### src/rtl/ac_motor_gate_guard.sv
// Gate-output protection between the dead-time stages and the inverter gate drivers.
// Runs a bootstrap precharge, passes gate requests through in RUN, and latches shoot-through/overcurrent faults.
module ac_motor_gate_guard #(
  parameter int unsigned PRECHARGE    = 8,
  parameter int unsigned FAULT_FILTER = 3
) (
  input  logic       clk,
  input  logic       reset_n,
  input  logic       enable,
  input  logic       fault_clear,
  input  logic       fault_in,
  input  logic       s1_high,
  input  logic       s1_low,
  input  logic       s2_high,
  input  logic       s2_low,
  input  logic       s3_high,
  input  logic       s3_low,
  output logic       g1_high,
  output logic       g1_low,
  output logic       g2_high,
  output logic       g2_low,
  output logic       g3_high,
  output logic       g3_low,
  output logic       running,
  output logic       fault,
  output logic [1:0] fault_code
);

  typedef enum logic [1:0] {IDLE, ARM, RUN, FAULT} state_t;

  localparam logic [15:0] PRE_LAST   = 16'(PRECHARGE - 1);
  localparam logic [3:0]  FILT_LEVEL = 4'(FAULT_FILTER);
  localparam logic [5:0]  LOW_GATES  = 6'b010101;

  state_t      r_state;
  logic [15:0] r_preCnt;
  logic [3:0]  r_ocCnt;
  logic [5:0]  r_gates;
  logic        r_running;
  logic        r_fault;
  logic [1:0]  r_faultCode;

  state_t      w_nextState;
  logic [5:0]  w_nextGates;
  logic [1:0]  w_nextCode;
  logic [5:0]  w_sIn;
  logic        w_shoot;
  logic        w_precharged;
  logic        w_ocActive;
  logic [3:0]  w_ocInc;
  logic [3:0]  w_ocNext;
  logic        w_ocTrip;
  logic        w_shootTrip;

  assign w_sIn        = {s1_high, s1_low, s2_high, s2_low, s3_high, s3_low};
  assign w_shoot      = (s1_high & s1_low) | (s2_high & s2_low) | (s3_high & s3_low);
  assign w_precharged = (r_preCnt == PRE_LAST);
  assign w_ocActive   = (r_state == ARM) || (r_state == RUN);
  assign w_ocInc      = (r_ocCnt == 4'hF) ? r_ocCnt : r_ocCnt + 4'd1;
  assign w_ocNext     = (w_ocActive && fault_in) ? w_ocInc : 4'd0;
  assign w_ocTrip     = w_ocActive && fault_in && (w_ocInc >= FILT_LEVEL);
  // Shoot-through is checked on every edge whose requests would otherwise reach the gates,
  // including the ARM->RUN edge.
  assign w_shootTrip  = w_shoot &&
                        ((r_state == RUN) || ((r_state == ARM) && w_precharged && enable));

  always_comb begin
    w_nextState = r_state;
    w_nextGates = 6'b000000;
    w_nextCode  = r_faultCode;
    case (r_state)
      IDLE:    if (enable) w_nextState = ARM;
      ARM: begin
        if (w_ocTrip || w_shootTrip) w_nextState = FAULT;
        else if (!enable)            w_nextState = IDLE;
        else if (w_precharged)       w_nextState = RUN;
      end
      RUN: begin
        if (w_ocTrip || w_shootTrip) w_nextState = FAULT;
        else if (!enable)            w_nextState = IDLE;
      end
      FAULT:   if (fault_clear && !enable && !fault_in) w_nextState = IDLE;
      default: w_nextState = IDLE;
    endcase

    if (w_ocTrip || w_shootTrip)  w_nextCode = {w_ocTrip, w_shootTrip};
    else if (w_nextState == IDLE) w_nextCode = 2'd0;

    if (w_nextState == ARM)      w_nextGates = LOW_GATES;
    else if (w_nextState == RUN) w_nextGates = w_sIn;
  end

  always_ff @(posedge clk or negedge reset_n) begin
    if (!reset_n) begin
      r_state     <= IDLE;
      r_preCnt    <= 16'd0;
      r_ocCnt     <= 4'd0;
      r_gates     <= 6'b000000;
      r_running   <= 1'b0;
      r_fault     <= 1'b0;
      r_faultCode <= 2'd0;
    end else begin
      r_state     <= w_nextState;
      r_preCnt    <= ((r_state == ARM) && (w_nextState == ARM)) ? r_preCnt + 16'd1 : 16'd0;
      r_ocCnt     <= w_ocNext;
      r_gates     <= w_nextGates;
      r_running   <= (w_nextState == RUN);
      r_fault     <= (w_nextState == FAULT);
      r_faultCode <= w_nextCode;
    end
  end

  assign {g1_high, g1_low, g2_high, g2_low, g3_high, g3_low} = r_gates;
  assign running    = r_running;
  assign fault      = r_fault;
  assign fault_code = r_faultCode;

endmodule

### config.mk
export PLATFORM = sky130hd
export DESIGN_NAME = ac_motor_gate_guard
export DESIGN_NICKNAME = d
export VERILOG_FILES = /design/src/rtl/ac_motor_gate_guard.sv
export SDC_FILE = /design/constraint.sdc
export NUM_CORES = 1
export LEC_CHECK = 0
export ABC_AREA = 1
export BUFFER_PORTS_ARGS = -buffer_cell sky130_fd_sc_hd__buf_2
export CAP_MARGIN = 20
export CELL_PAD_IN_SITES_DETAIL_PLACEMENT = 0
export CELL_PAD_IN_SITES_GLOBAL_PLACEMENT = 1
export CORE_MARGIN = 3
export CORE_UTILIZATION = 49
export CTS_BUF_LIST = sky130_fd_sc_hd__clkbuf_8
export DETAILED_ROUTE_END_ITERATION = 6
export PLACE_DENSITY = 0.86
export SLEW_MARGIN = 25
export SYNTH_ARGS = -nofsm -noshare
export SYNTH_HDL_FRONTEND = slang
export SYNTH_SLANG_ARGS = --single-unit
export TNS_END_PERCENT = 20
### constraint.sdc
create_clock -name clk -period 3.7 [get_ports clk]
set_input_delay 0.37 -clock clk [delete_from_list [all_inputs] [get_ports clk]]
set_output_delay 0.37 -clock clk [all_outputs]
set_load 0.01 [all_outputs]
==> flow_summary.rst <==
.. list-table::
   :header-rows: 1

   * - Metric
     - Value
   * - Result of the run
     - complete, no violations
   * - Total negative setup slack
     - 0 ns
   * - Final core utilization
     - 0.596
   * - Floorplan die height
     - 66.5 um
   * - Number of design-rule violations left by the first detailed-router iteration
     - 44
   * - CTS clk-pin slew, worst paths
     - 0.07 ns
   * - Total global-route track usage
     - 0.173
   * - Clock Skews
     - 0.00671 ns
   * - Area inside the core boundary
     - around 3400 um^2
   * - Die Outline Area
     - 4420 um^2
   * - Global route total overflow
     - 0
   * - Total number of vias
     - around 1.3k
   * - Instance count of the mapped netlist
     - 207
   * - Weighted congestion reported at the end of routability-driven placement
     - around 0.81
   * - ANT nets after route
     - 0
   * - Worst path required time
     - 3.90 ns
   * - Final-report max-slew violation count
     - 0
   * - Max cap viols
     - 0
   * - Worst Setup Start Kind
     - register
   * - Initial standard-cell utilization of the core
     - 0.524
   * - Seq/Total Area, Yosys
     - 0.447
   * - Relative slew slack
     - 0.532
   * - Final setup violation count
     - 0
   * - Pin count of the biggest net entering global routing
     - 33
   * - Avg Synthesized Cell Area
     - 8.65 um^2
   * - Width of the die
     - 66.5 um
   * - Worst Path Arrival
     - between 2 and 2.5 ns
   * - Final antenna diode count
     - 0
   * - Most common library cell in the layout ignoring fill and taps
     - sky130_fd_sc_hd__nand2_1
   * - Final hold violation count
     - 0
   * - Clock H-tree levels
     - 2
   * - Unrepaired setup endpoints after global routing
     - false
   * - Latest clock arrival within the worst-skew pair
     - 0.28 ns
   * - Clock root buffer master
     - sky130_fd_sc_hd__clkbuf_8
   * - Maximum ir drop on the vdd rail
     - roughly 0.00043 V
   * - Achievable clock frequency
     - 441 MHz
   * - Buffers on Ports
     - 20
   * - Kind of end point of the critical path
     - register
   * - I/O pin cnt
     - 21
   * - Sequential cell area
     - roughly 800 um^2
   * - Leakage component of the power
     - 1.04 nW
   * - Slowest cell on the critical path
     - sky130_fd_sc_hd__dfrtp_1
   * - Post CTS Setup Buffer Count
     - 0
   * - Final Worst Setup Slack
     - 1.43 ns
   * - Number of buffers and inverters on the critical path
     - 3
   * - Total iterations of the first detailed-routing run
     - 4
   * - Total detailed-routing wirelength
     - between 3000 and 4000 um
   * - Via-per-instance ratio
     - 4.67
   * - Synthesized net count
     - 224
   * - Most frequent cells in the layout
     - sky130_fd_sc_hd__nand2_1 (39), sky130_fd_sc_hd__inv_1 (32), sky130_fd_sc_hd__dfrtp_1 (32)
   * - Flop and latch count out of synthesis
     - 32
   * - Post-route cell area
     - 2040 um^2
   * - Dpl cell area
     - ~1900 um^2
   * - Delay of the slowest cell on the worst path
     - 0.44 ns
   * - Synth warn
     - 0
   * - Inserted Clock Buffers
     - 5
   * - Post-place setup slack
     - ~1.4 ns
   * - Dominant cell type by count on the critical path
     - sky130_fd_sc_hd__nand2_1
   * - Clock sinks
     - 32
   * - Wire length of the first global-routing pass
     - approximately 5700 um
   * - Post-route minimum period
     - 2.27 ns
   * - Max Root-Sink Buffers
     - 2
   * - TritonCTS clock tree
     - done
   * - Type of the worst setup path
     - reg -> reg
   * - Class of the worst hold path
     - in -> async
   * - Number of distinct standard cells referenced by the synthesized netlist
     - 24
   * - Average wire per cell in the routed design
     - 11.0 um
   * - Post-cts gate resize count
     - 0
   * - Area of the multi-input gates
     - 830 um^2
   * - Period utilisation layout
     - 0.613
   * - Number of global-route vias before repair
     - 1313
   * - Worst slew pin tran
     - 0.702 ns
   * - Estimated wirelength of the detail-placed design
     - 2400 um
   * - Delay-heaviest family, CP
     - simple AND/OR/NAND/NOR gates
   * - Total power per unit cell area
     - 564 nW/um^2
   * - Initial antenna violation count
     - 0
   * - P&R area growth vs syn
     - 13.7%
   * - Post-route DRC
     - 0
   * - Standard-cell row count
     - 21
   * - Worst-path cell chain
     - inv_1 > ha_1 > nand2_1 > inv_1 > nand3_1 > nand2_2 > nor2_4 > nand3_1 > nand2_1 > nand2_1 > nand2_2 > nand2_4 > clkinv_4 > nand3_4 > nor2_1
   * - Post-synthesis instance area
     - approximately 1800 um^2
   * - Number of fill cells
     - 300
   * - Fraction of final layout cells sized beyond drive strength 1
     - 0.222
   * - Hold Buf Count CTS
     - 0
   * - Worst-path maximum fanout
     - 16
   * - Nets
     - 250
power breakdown:
group | internal (mW) | switching (mW) | total, mW
Combinational | 0.120 | 0.267 | 0.387
Clock | 0.197 | 0.125 | 0.322
Sequential | 0.403 | 0.0360 | 0.439
logic make-up after synthesis:
group	count (synthesis)	share of synthesized area
and+or+nand+nor	116	0.351
buffers and inverters	37	0.0894
DFF	32	0.447
xor gates and xnor gates	12	0.0587
adders and majority gates	6	0.0419
AOI/OAI and AO/OA	4	0.0119
flip-flops by register name, indices dropped and copies added (netlist names):
register,cells
r_preCnt,16
r_ocCnt,4
r_gates,6
r_state,2
fault_code,2
fault,1
running,1
per-layer routing:
| layer | vias up | GRT usage | wire length [um] |
|---|---|---|---|
| met5 | - | 0 | 0 |
| li1 | 688 | - | - |
| met2 | 17 | 0.281 | 1580 |
| met4 | 0 | 0.0787 | 58 |
| met3 | 6 | 0.0523 | 122 |
| met1 | 596 | 0.208 | 1320 |
stage by stage:
step           power (mW)  instances  hold WS (ns)
6_report             1.15        280         0.137
5_1_grt              1.24        280         0.197
4_1_cts              1.17        280         0.162
3_5_place_dp        0.838        272         0.452
3_3_place_gp        0.833        272         0.447
2_1_floorplan       0.775        207        0.0744
cell type report:
class,instances,share of cell area
clock buffers,5,0.0338
clock inverters,3,0.0191
inverters,36,0.0688
multi-input cells,138,0.407
flip-flops and latches,32,0.393
well taps,46,0.0283
repair buffers,20,0.0492
cell usage after synthesis, drive strengths merged:
| cell type | number | area share |
|---|---|---|
| nand3b | 2 | 0.0084 |
| nand4 | 4 | 0.014 |
| dfrtp | 32 | 0.45 |
| a21oi | 1 | 0.0028 |
| nor2 | 37 | 0.13 |
| or2 | 1 | 0.0035 |
| a31oi | 1 | 0.0035 |
| inv | 32 | 0.067 |
| clkinv | 4 | 0.011 |
| xor2 | 9 | 0.044 |
| o21ai | 2 | 0.0056 |
| nand2 | 46 | 0.11 |
| xnor2 | 3 | 0.015 |
| nand3 | 24 | 0.080 |
| ha | 6 | 0.042 |
| buf | 1 | 0.011 |
| nor3 | 2 | 0.0056 |
final timing paths:
check | slack, ns | startpoint | endpoint | cells after the start
min in group clk | 0.30 | s2_high | r_gates[3] | 3
worst min register to register | 0.46 | r_preCnt[0] | r_preCnt[0] | 1
worst min-delay path | 0.14 | reset_n | r_gates[0] | 1
max in group asynchronous | 3.12 | reset_n | r_preCnt[12] | 1
worst max register to register | 1.43 | r_state[0] | r_preCnt[4] | 15
worst max-delay path | 1.43 | r_state[0] | r_preCnt[4] | 15
Power figures use the tool's default switching activity.
